--- src/rtl/ctrl_pkg.sv ---
// Shared types for the multicycle controller:
// opcodes, FSM states, ALU operation and funct codes.
package ctrl_pkg;

    typedef enum logic [3:0] {
        OP_RTYPE = 4'd0,
        OP_LW    = 4'd1,
        OP_SW    = 4'd2,
        OP_BEQ   = 4'd3,
        OP_ADDI  = 4'd4,
        OP_J     = 4'd5,
        OP_HALT  = 4'd15
    } opcode_e;

    typedef enum logic [2:0] {
        S_IDLE,
        S_FETCH,
        S_DECODE,
        S_EXEC,
        S_MEM,
        S_WB,
        S_HALT
    } state_e;

    localparam logic [2:0] ALU_ADD = 3'b010;
    localparam logic [2:0] ALU_SUB = 3'b110;
    localparam logic [2:0] ALU_AND = 3'b000;
    localparam logic [2:0] ALU_OR  = 3'b001;
    localparam logic [2:0] ALU_SLT = 3'b111;

    localparam logic [2:0] FN_ADD = 3'd0;
    localparam logic [2:0] FN_SUB = 3'd1;
    localparam logic [2:0] FN_AND = 3'd2;
    localparam logic [2:0] FN_OR  = 3'd3;
    localparam logic [2:0] FN_SLT = 3'd4;

endpackage

--- src/rtl/multicycle_ctrl_if.sv ---
// Instruction and data memory request/ready handshakes.
// The controller is the master; the memory side is the slave.
interface multicycle_ctrl_if;

    logic imem_req;
    logic imem_ready;
    logic dmem_req;
    logic dmem_we;
    logic dmem_ready;

    modport master (
        output imem_req,
        output dmem_req,
        output dmem_we,
        input  imem_ready,
        input  dmem_ready
    );

    modport slave (
        input  imem_req,
        input  dmem_req,
        input  dmem_we,
        output imem_ready,
        output dmem_ready
    );

endinterface

--- src/rtl/multicycle_ctrl_aludec.sv ---
// Opcode/funct to ALU operation decode.
// Flags opcodes and R-type functs the datapath cannot run.
module aludec
    import ctrl_pkg::*;
(
    input  logic [3:0] op,
    input  logic [2:0] funct,
    output logic [2:0] alucontrol,
    output logic       illegal
);

    // Pure table lookup; J and HALT never use the ALU.
    always_comb begin
        alucontrol = ALU_ADD;
        illegal    = 1'b0;
        unique case (op)
            OP_RTYPE: begin
                unique case (funct)
                    FN_ADD:  alucontrol = ALU_ADD;
                    FN_SUB:  alucontrol = ALU_SUB;
                    FN_AND:  alucontrol = ALU_AND;
                    FN_OR:   alucontrol = ALU_OR;
                    FN_SLT:  alucontrol = ALU_SLT;
                    default: illegal    = 1'b1;
                endcase
            end
            OP_LW, OP_SW, OP_ADDI: alucontrol = ALU_ADD;
            OP_BEQ:                alucontrol = ALU_SUB;
            OP_J, OP_HALT:         alucontrol = ALU_ADD;
            default:               illegal    = 1'b1;
        endcase
    end

endmodule

--- src/rtl/multicycle_ctrl.sv ---
// Multicycle sequencer: fetch, decode, execute,
// memory and writeback with bounded memory waits.
module multicycle_ctrl
    import ctrl_pkg::*;
#(
    parameter int TIMEOUT = 16
) (
    input  logic              clk,
    input  logic              reset,
    input  logic [15:0]       instr,
    input  logic              zero,
    multicycle_ctrl_if.master mem,
    output logic              irwrite,
    output logic              pcwrite,
    output logic              memtoreg,
    output logic              pcsrc,
    output logic              alusrc,
    output logic              regdst,
    output logic              regwrite,
    output logic              jump,
    output logic [2:0]        alucontrol,
    output logic              halted,
    output logic              illegal
);

    localparam int CW = $clog2(TIMEOUT + 1);
    localparam logic [CW-1:0] TO = CW'(TIMEOUT);

    state_e        state, state_n;
    logic [CW-1:0] cnt, cnt_n;
    logic          ill_q, set_ill;
    logic          imem_req_c, dmem_req_c, dmem_we_c;
    logic [3:0]    op;
    logic [2:0]    dec_alu;
    logic          dec_bad;
    logic          is_r, is_lw, is_sw, is_beq, is_j, is_halt;
    logic          unused_instr;

    assign op           = instr[15:12];
    assign unused_instr = ^instr[11:3];

    assign is_r    = (op == OP_RTYPE);
    assign is_lw   = (op == OP_LW);
    assign is_sw   = (op == OP_SW);
    assign is_beq  = (op == OP_BEQ);
    assign is_j    = (op == OP_J);
    assign is_halt = (op == OP_HALT);

    aludec u_aludec (
        .op         (op),
        .funct      (instr[2:0]),
        .alucontrol (dec_alu),
        .illegal    (dec_bad)
    );

    assign mem.imem_req = imem_req_c;
    assign mem.dmem_req = dmem_req_c;
    assign mem.dmem_we  = dmem_we_c;
    assign halted       = (state == S_HALT);
    assign illegal      = ill_q;

    // State, wait counter and sticky error flag.
    always_ff @(posedge clk or negedge reset) begin
        if (!reset) begin
            state <= S_IDLE;
            cnt   <= '0;
            ill_q <= 1'b0;
        end else begin
            state <= state_n;
            cnt   <= cnt_n;
            ill_q <= ill_q | set_ill;
        end
    end

    // Next state plus Moore outputs; only irwrite and
    // the store's pcwrite look at a ready input.
    always_comb begin
        state_n    = state;
        cnt_n      = cnt;
        set_ill    = 1'b0;
        imem_req_c = 1'b0;
        dmem_req_c = 1'b0;
        dmem_we_c  = 1'b0;
        irwrite    = 1'b0;
        pcwrite    = 1'b0;
        memtoreg   = 1'b0;
        pcsrc      = 1'b0;
        alusrc     = 1'b0;
        regdst     = 1'b0;
        regwrite   = 1'b0;
        jump       = 1'b0;
        alucontrol = 3'b000;
        unique case (state)
            S_IDLE: state_n = S_FETCH;
            S_FETCH: begin
                imem_req_c = 1'b1;
                irwrite    = mem.imem_ready;
                if (mem.imem_ready) begin
                    state_n = S_DECODE;
                end else if (cnt == TO) begin
                    state_n = S_HALT;
                    set_ill = 1'b1;
                end else begin
                    cnt_n = cnt + CW'(1);
                end
            end
            S_DECODE: begin
                if (is_halt) begin
                    state_n = S_HALT;
                end else if (dec_bad) begin
                    state_n = S_HALT;
                    set_ill = 1'b1;
                end else if (is_j) begin
                    jump    = 1'b1;
                    pcwrite = 1'b1;
                    state_n = S_FETCH;
                end else begin
                    state_n = S_EXEC;
                end
            end
            S_EXEC: begin
                alucontrol = dec_alu;
                alusrc     = is_lw | is_sw | (op == OP_ADDI);
                if (is_beq) begin
                    pcsrc   = zero;
                    pcwrite = 1'b1;
                    state_n = S_FETCH;
                end else if (is_lw | is_sw) begin
                    state_n = S_MEM;
                end else begin
                    state_n = S_WB;
                end
            end
            S_MEM: begin
                dmem_req_c = 1'b1;
                dmem_we_c  = is_sw;
                if (mem.dmem_ready) begin
                    pcwrite = is_sw;
                    state_n = is_sw ? S_FETCH : S_WB;
                end else if (cnt == TO) begin
                    state_n = S_HALT;
                    set_ill = 1'b1;
                end else begin
                    cnt_n = cnt + CW'(1);
                end
            end
            S_WB: begin
                regwrite = 1'b1;
                pcwrite  = 1'b1;
                regdst   = is_r;
                memtoreg = is_lw;
                state_n  = S_FETCH;
            end
            S_HALT:  state_n = S_HALT;
            default: state_n = S_IDLE;
        endcase
        if (state_n != state &&
            (state_n == S_FETCH || state_n == S_MEM)) begin
            cnt_n = '0;
        end
    end

endmodule

--- src/flat_wrapper.sv ---
// flat-port wrapper written by rule: the top's interface ports become plain ports
module multicycle_ctrl_flat import ctrl_pkg::*;
#(
    parameter int TIMEOUT = 16
)
  (clk, reset, instr, zero, irwrite, pcwrite, memtoreg, pcsrc, alusrc, regdst, regwrite, jump, alucontrol, halted, illegal, mem_imem_req, mem_dmem_req, mem_dmem_we, mem_imem_ready, mem_dmem_ready);
  multicycle_ctrl_if mem_i ();
  input  logic clk;
  input  logic reset;
  input  logic [15:0] instr;
  input  logic zero;
  output logic irwrite;
  output logic pcwrite;
  output logic memtoreg;
  output logic pcsrc;
  output logic alusrc;
  output logic regdst;
  output logic regwrite;
  output logic jump;
  output logic [2:0] alucontrol;
  output logic halted;
  output logic illegal;
  output wire logic [$bits(mem_i.imem_req)-1:0] mem_imem_req;
  output wire logic [$bits(mem_i.dmem_req)-1:0] mem_dmem_req;
  output wire logic [$bits(mem_i.dmem_we)-1:0] mem_dmem_we;
  input wire logic [$bits(mem_i.imem_ready)-1:0] mem_imem_ready;
  input wire logic [$bits(mem_i.dmem_ready)-1:0] mem_dmem_ready;
  assign mem_imem_req = mem_i.imem_req;
  assign mem_dmem_req = mem_i.dmem_req;
  assign mem_dmem_we = mem_i.dmem_we;
  assign mem_i.imem_ready = mem_imem_ready;
  assign mem_i.dmem_ready = mem_dmem_ready;
  multicycle_ctrl #(.TIMEOUT(TIMEOUT)) u_core (.clk(clk), .reset(reset), .instr(instr), .zero(zero), .mem(mem_i), .irwrite(irwrite), .pcwrite(pcwrite), .memtoreg(memtoreg), .pcsrc(pcsrc), .alusrc(alusrc), .regdst(regdst), .regwrite(regwrite), .jump(jump), .alucontrol(alucontrol), .halted(halted), .illegal(illegal));
endmodule
--- config.mk ---
export PLATFORM = sky130hd
export DESIGN_NAME = multicycle_ctrl_flat
export DESIGN_NICKNAME = d
export VERILOG_FILES = /design/src/rtl/ctrl_pkg.sv /design/src/rtl/multicycle_ctrl_if.sv /design/src/rtl/multicycle_ctrl_aludec.sv /design/src/rtl/multicycle_ctrl.sv /design/src/flat_wrapper.sv
export SDC_FILE = /design/constraint.sdc
export NUM_CORES = 1
export LEC_CHECK = 0
export CAP_MARGIN = 20
export CORE_MARGIN = 2
export CORE_UTILIZATION = 39
export CTS_CLUSTER_SIZE = 12
export DETAILED_ROUTE_END_ITERATION = 8
export PLACE_DENSITY_LB_ADDON = 0.08
export SYNTH_ARGS = -nofsm -noshare
export SYNTH_HDL_FRONTEND = slang
export SYNTH_SLANG_ARGS = --single-unit
--- constraint.sdc ---
create_clock -name clk -period 2 [get_ports clk]
set_input_delay 0.4 -clock clk [delete_from_list [all_inputs] [get_ports clk]]
set_output_delay 0.4 -clock clk [all_outputs]
set_load 0.02 [all_outputs]
==> results.md <==
* Period utilization at 1.04
* Rel. slew slack at 0.720
* Setup ws final at -76.8 ps
* Count of final hold-check violations at 0
* Critical R2R Launch: u_core.state[2]
* Sequential share of the synthesized area at 0.233
* Area leader, netlist: dfrtp_1
* Fin nets at 195
* Yosys warns at 0
* Ports at 37
* Clock transition at path regs at roughly 60 ps
* DR vias at around 1,100
* R2R depth at 7
* Switch Pwr at just over 800 uW
* Chip height at ~54 um
* Sequential cell area at between 200 and 250 um^2
* Multi-input gate area at 763 um^2
* Crit start category: primary input
* H-tree levels at 1
* Final setup fails at 5
* Drt first pass iters at 4
* Worst slew pin tran at between 400 and 500 ps
* Post-synthesis register bit count at 9
* Yosys top cell area share at 0.233
* Synth cell types at 44
* Placeable Area at about 2400 um^2
* Fill count at about 220
* Vias in the first global route at about 940
* Number of diodes at 0
* Clock buffer count from CTS at 3
* Final wirelength at about 2800 um
* Cell Rows at 18
* Synthesized Nets at about 130
* VDD IR max at about 0.00082 V
* Max incr delay on CP at around 540 ps
* Clk_lat worst skew at roughly 270 ps
* Final total power at 1.86 mW
* Max Fclk at slightly below 500 MHz
* Initial Utilization at 0.400
* Die Span X at 53.7 um
* Die ar. at between 2000 and 3000 um^2
* Skew final at 4.14 ps
* Int Pwr at 1.05 mW
* Critical path arrival at 2220 ps
* Net Sw Frac at 0.439
* Grt ovf at 0
* Minimum clock period after layout at approximately 2100 ps
* Seq pwr share at 0.159
* Synth area leaders: dfrtp_1, buf_6, a211oi_1, xor2_1, a21oi_1
* Slowest CP cell: clkdlybuf4s50_1
* Crit path cell chain: clkdlybuf4s50_1 -> nor3b_4 -> o211a_1 -> a2111o_1 -> nor4_4 -> buf_6 -> a211oi_2
* Layout Cells excl Fill at between 200 and 250
* Final ANT Viol Nets at 0
* Dpl hpwl at around 2100 um
* RSZ-0062 raised after global routing: yes
* Pleak at slightly above 0.7 nW
* # DRC at 0
* CP required at 2150 ps
* CP Max Fanout at 5
* Synth Instances at 110
* Antenna violations before repair at 0
* Max Cap Viol at 0
* Critical path type: in -> reg
* R2R setup slack at -60 ps
* CTS Root Cell: clkbuf_4
* First-pass GRT wire length at 4220 um
* Wire length per cell at 13.7 um
* HP Class: in -> async
* DRT iter0 DRCs at 8
* Gate power share at 0.764
* Vias per cell at around 5.3
* Largest net degree at the start of global routing at 11
* Status: finished, violations left
* Port bufs at 27
* Max clock buf depth at 2
* Area grow syn2layout at 65.4%
* Violated checks: negative setup slack
* Clk sinks at 9
* Clock power share at 0.077
* Post-Syn Area per Cell at ~9 um^2
* PwrDens at 1170 nW/um^2
* GP Congestion at 0.933
* Layout cells sized above 1 at 0.532
* GRT Total Usage at 0.200
* Setup WS pre-CTS at -703 ps
* Worst Setup End Kind: flop
* CTS tree: yes
* Placed Cells at 190
* Syn Std Cell Area at between 900 and 1000 um^2
* Worst R2R End: u_core.cnt[4]
* Final Max Slew Viols at 0
[routing by layer]
layer | part of all wire | vias up | GRT usage
met1 | 0.46 | 507 | 0.279
met4 | 0.0051 | 0 | 0.0342
met3 | 0.039 | 2 | 0.0444
li1 | - | 527 | -
met2 | 0.50 | 23 | 0.319
met5 | 0 | - | 0
[power groups by stage]
stage | Clock [mW] | Combinational [mW] | Sequential (mW)
after floorplan | 0 | 0.756 | 0.289
after global placement | 0 | 1.15 | 0.288
after detailed placement | 0 | 1.16 | 0.291
after CTS | 0.152 | 1.30 | 0.291
after global routing | 0.162 | 1.54 | 0.301
final | 0.144 | 1.42 | 0.296
[cell usage after synthesis (all sizes together)]
master / n
xor2: 4
nor2b: 4
and4bb: 1
or2: 1
o311a: 1
o31ai: 3
nor3b: 5
inv: 6
or4: 2
nor3: 1
a221o: 1
clkbuf: 1
nand2b: 3
nand3: 2
or3b: 2
and2: 2
nand4b: 1
o211a: 1
o21ai: 7
nand3b: 2
nand4: 2
nor4: 3
o22ai: 1
and3b: 1
or3: 1
dfrtp: 9
buf: 7
xnor2: 3
a211oi: 6
nand2: 8
a2111o: 1
a21oi: 7
ha: 2
nor4b: 1
nor2: 8
[flip-flops by register name, indices dropped and copies added, names as in the netlist]
name,flops
u_core.cnt,5
u_core.state,3
u_core.illegal,1
[per-stage QoR]
step                      utilization  hold WS [ps]  TNS (ps)  area [um^2]
final                           0.662           430      -358         1600
after global routing            0.662           448      -736         1600
after CTS                       0.641           436     -2.78         1550
after detailed placement        0.600           484     -8820         1450
after global placement          0.600           490     -8750         1450
after floorplan                     -           104         0          973
[worst max-delay path by stage]
stage | slack, ps | start | to | cells past startpoint
2_1_floorplan | 4 | u_core.state[2] | u_core.cnt[0] | 5
3_5_place_dp | -700 | instr[13] | alucontrol[2] | 5
6_report | -80 | mem_dmem_ready | u_core.cnt[4] | 7
5_1_grt | -150 | u_core.state[2] | u_core.cnt[2] | 8
4_1_cts | -3 | u_core.state[0] | u_core.cnt[4] | 7
3_3_place_gp | -630 | instr[13] | alucontrol[2] | 5
[what timing repair did]
| action | 4_1_cts | 5_1_grt |
|---|---|---|
| endpoints found under the setup margin | 21 | 17 |
| gates resized for setup | 66 | 28 |
| buffers inserted | 4 | 4 |
| hold buffers | 0 | 0 |
| hold endpoints to repair | 0 | 0 |
| pin swaps | 7 | 14 |
[cells by family (layout without fill, tap and decap cells)]
kind of cell / Yosys count / count (layout) / share of synthesized area
compound gates: 28 / 28 / 0.215
xor+xnor: 7 / 7 / 0.0636
fa+ha+maj: 2 / 2 / 0.0259
buf+inv: 14 / 75 / 0.0934
flops: 9 / 9 / 0.233
simple gates: 50 / 50 / 0.368
[critical path: cells and delay by family]
family,cells,cell delay (ps)
AO/OA/AOI/OAI,3,760
AND/OR/NAND/NOR,2,360
buffers and inverters,2,700
[cells in the final DEF, fill, tap and decap left out, drive strengths merged]
| cell type | instances |
|---|---|
| and3b | 1 |
| nand3 | 2 |
| buf | 46 |
| dlygate4sd2 | 3 |
| or2 | 1 |
| inv | 6 |
| or3b | 2 |
| or3 | 1 |
| nor3b | 5 |
| a21oi | 7 |
| o31ai | 3 |
| a211oi | 6 |
| nand3b | 2 |
| nand2b | 3 |
| nor2 | 8 |
| nand4b | 1 |
| and2 | 2 |
| nor4b | 1 |
| ha | 2 |
| a2111o | 1 |
| and4bb | 1 |
| or4 | 2 |
| xnor2 | 3 |
| nand2 | 8 |
| o311a | 1 |
| clkdlybuf4s15 | 3 |
| o211a | 1 |
| a221o | 1 |
| dfrtp | 9 |
| clkdlybuf4s50 | 8 |
| xor2 | 4 |
| nor4 | 3 |
| o21ai | 7 |
| o22ai | 1 |
| nor2b | 4 |
| clkbuf | 9 |
| nor3 | 1 |
| nand4 | 2 |
[area by class of cell]
| class | count | share of cell area |
|---|---|---|
| inverter | 6 | 0.0141 |
| sequential | 9 | 0.143 |
| timing repair buffer | 65 | 0.325 |
| clock buffer | 4 | 0.0165 |
| multi-input combinational | 87 | 0.478 |
| tap | 30 | 0.0235 |
Note: power is estimated with default switching activity, not from simulation.
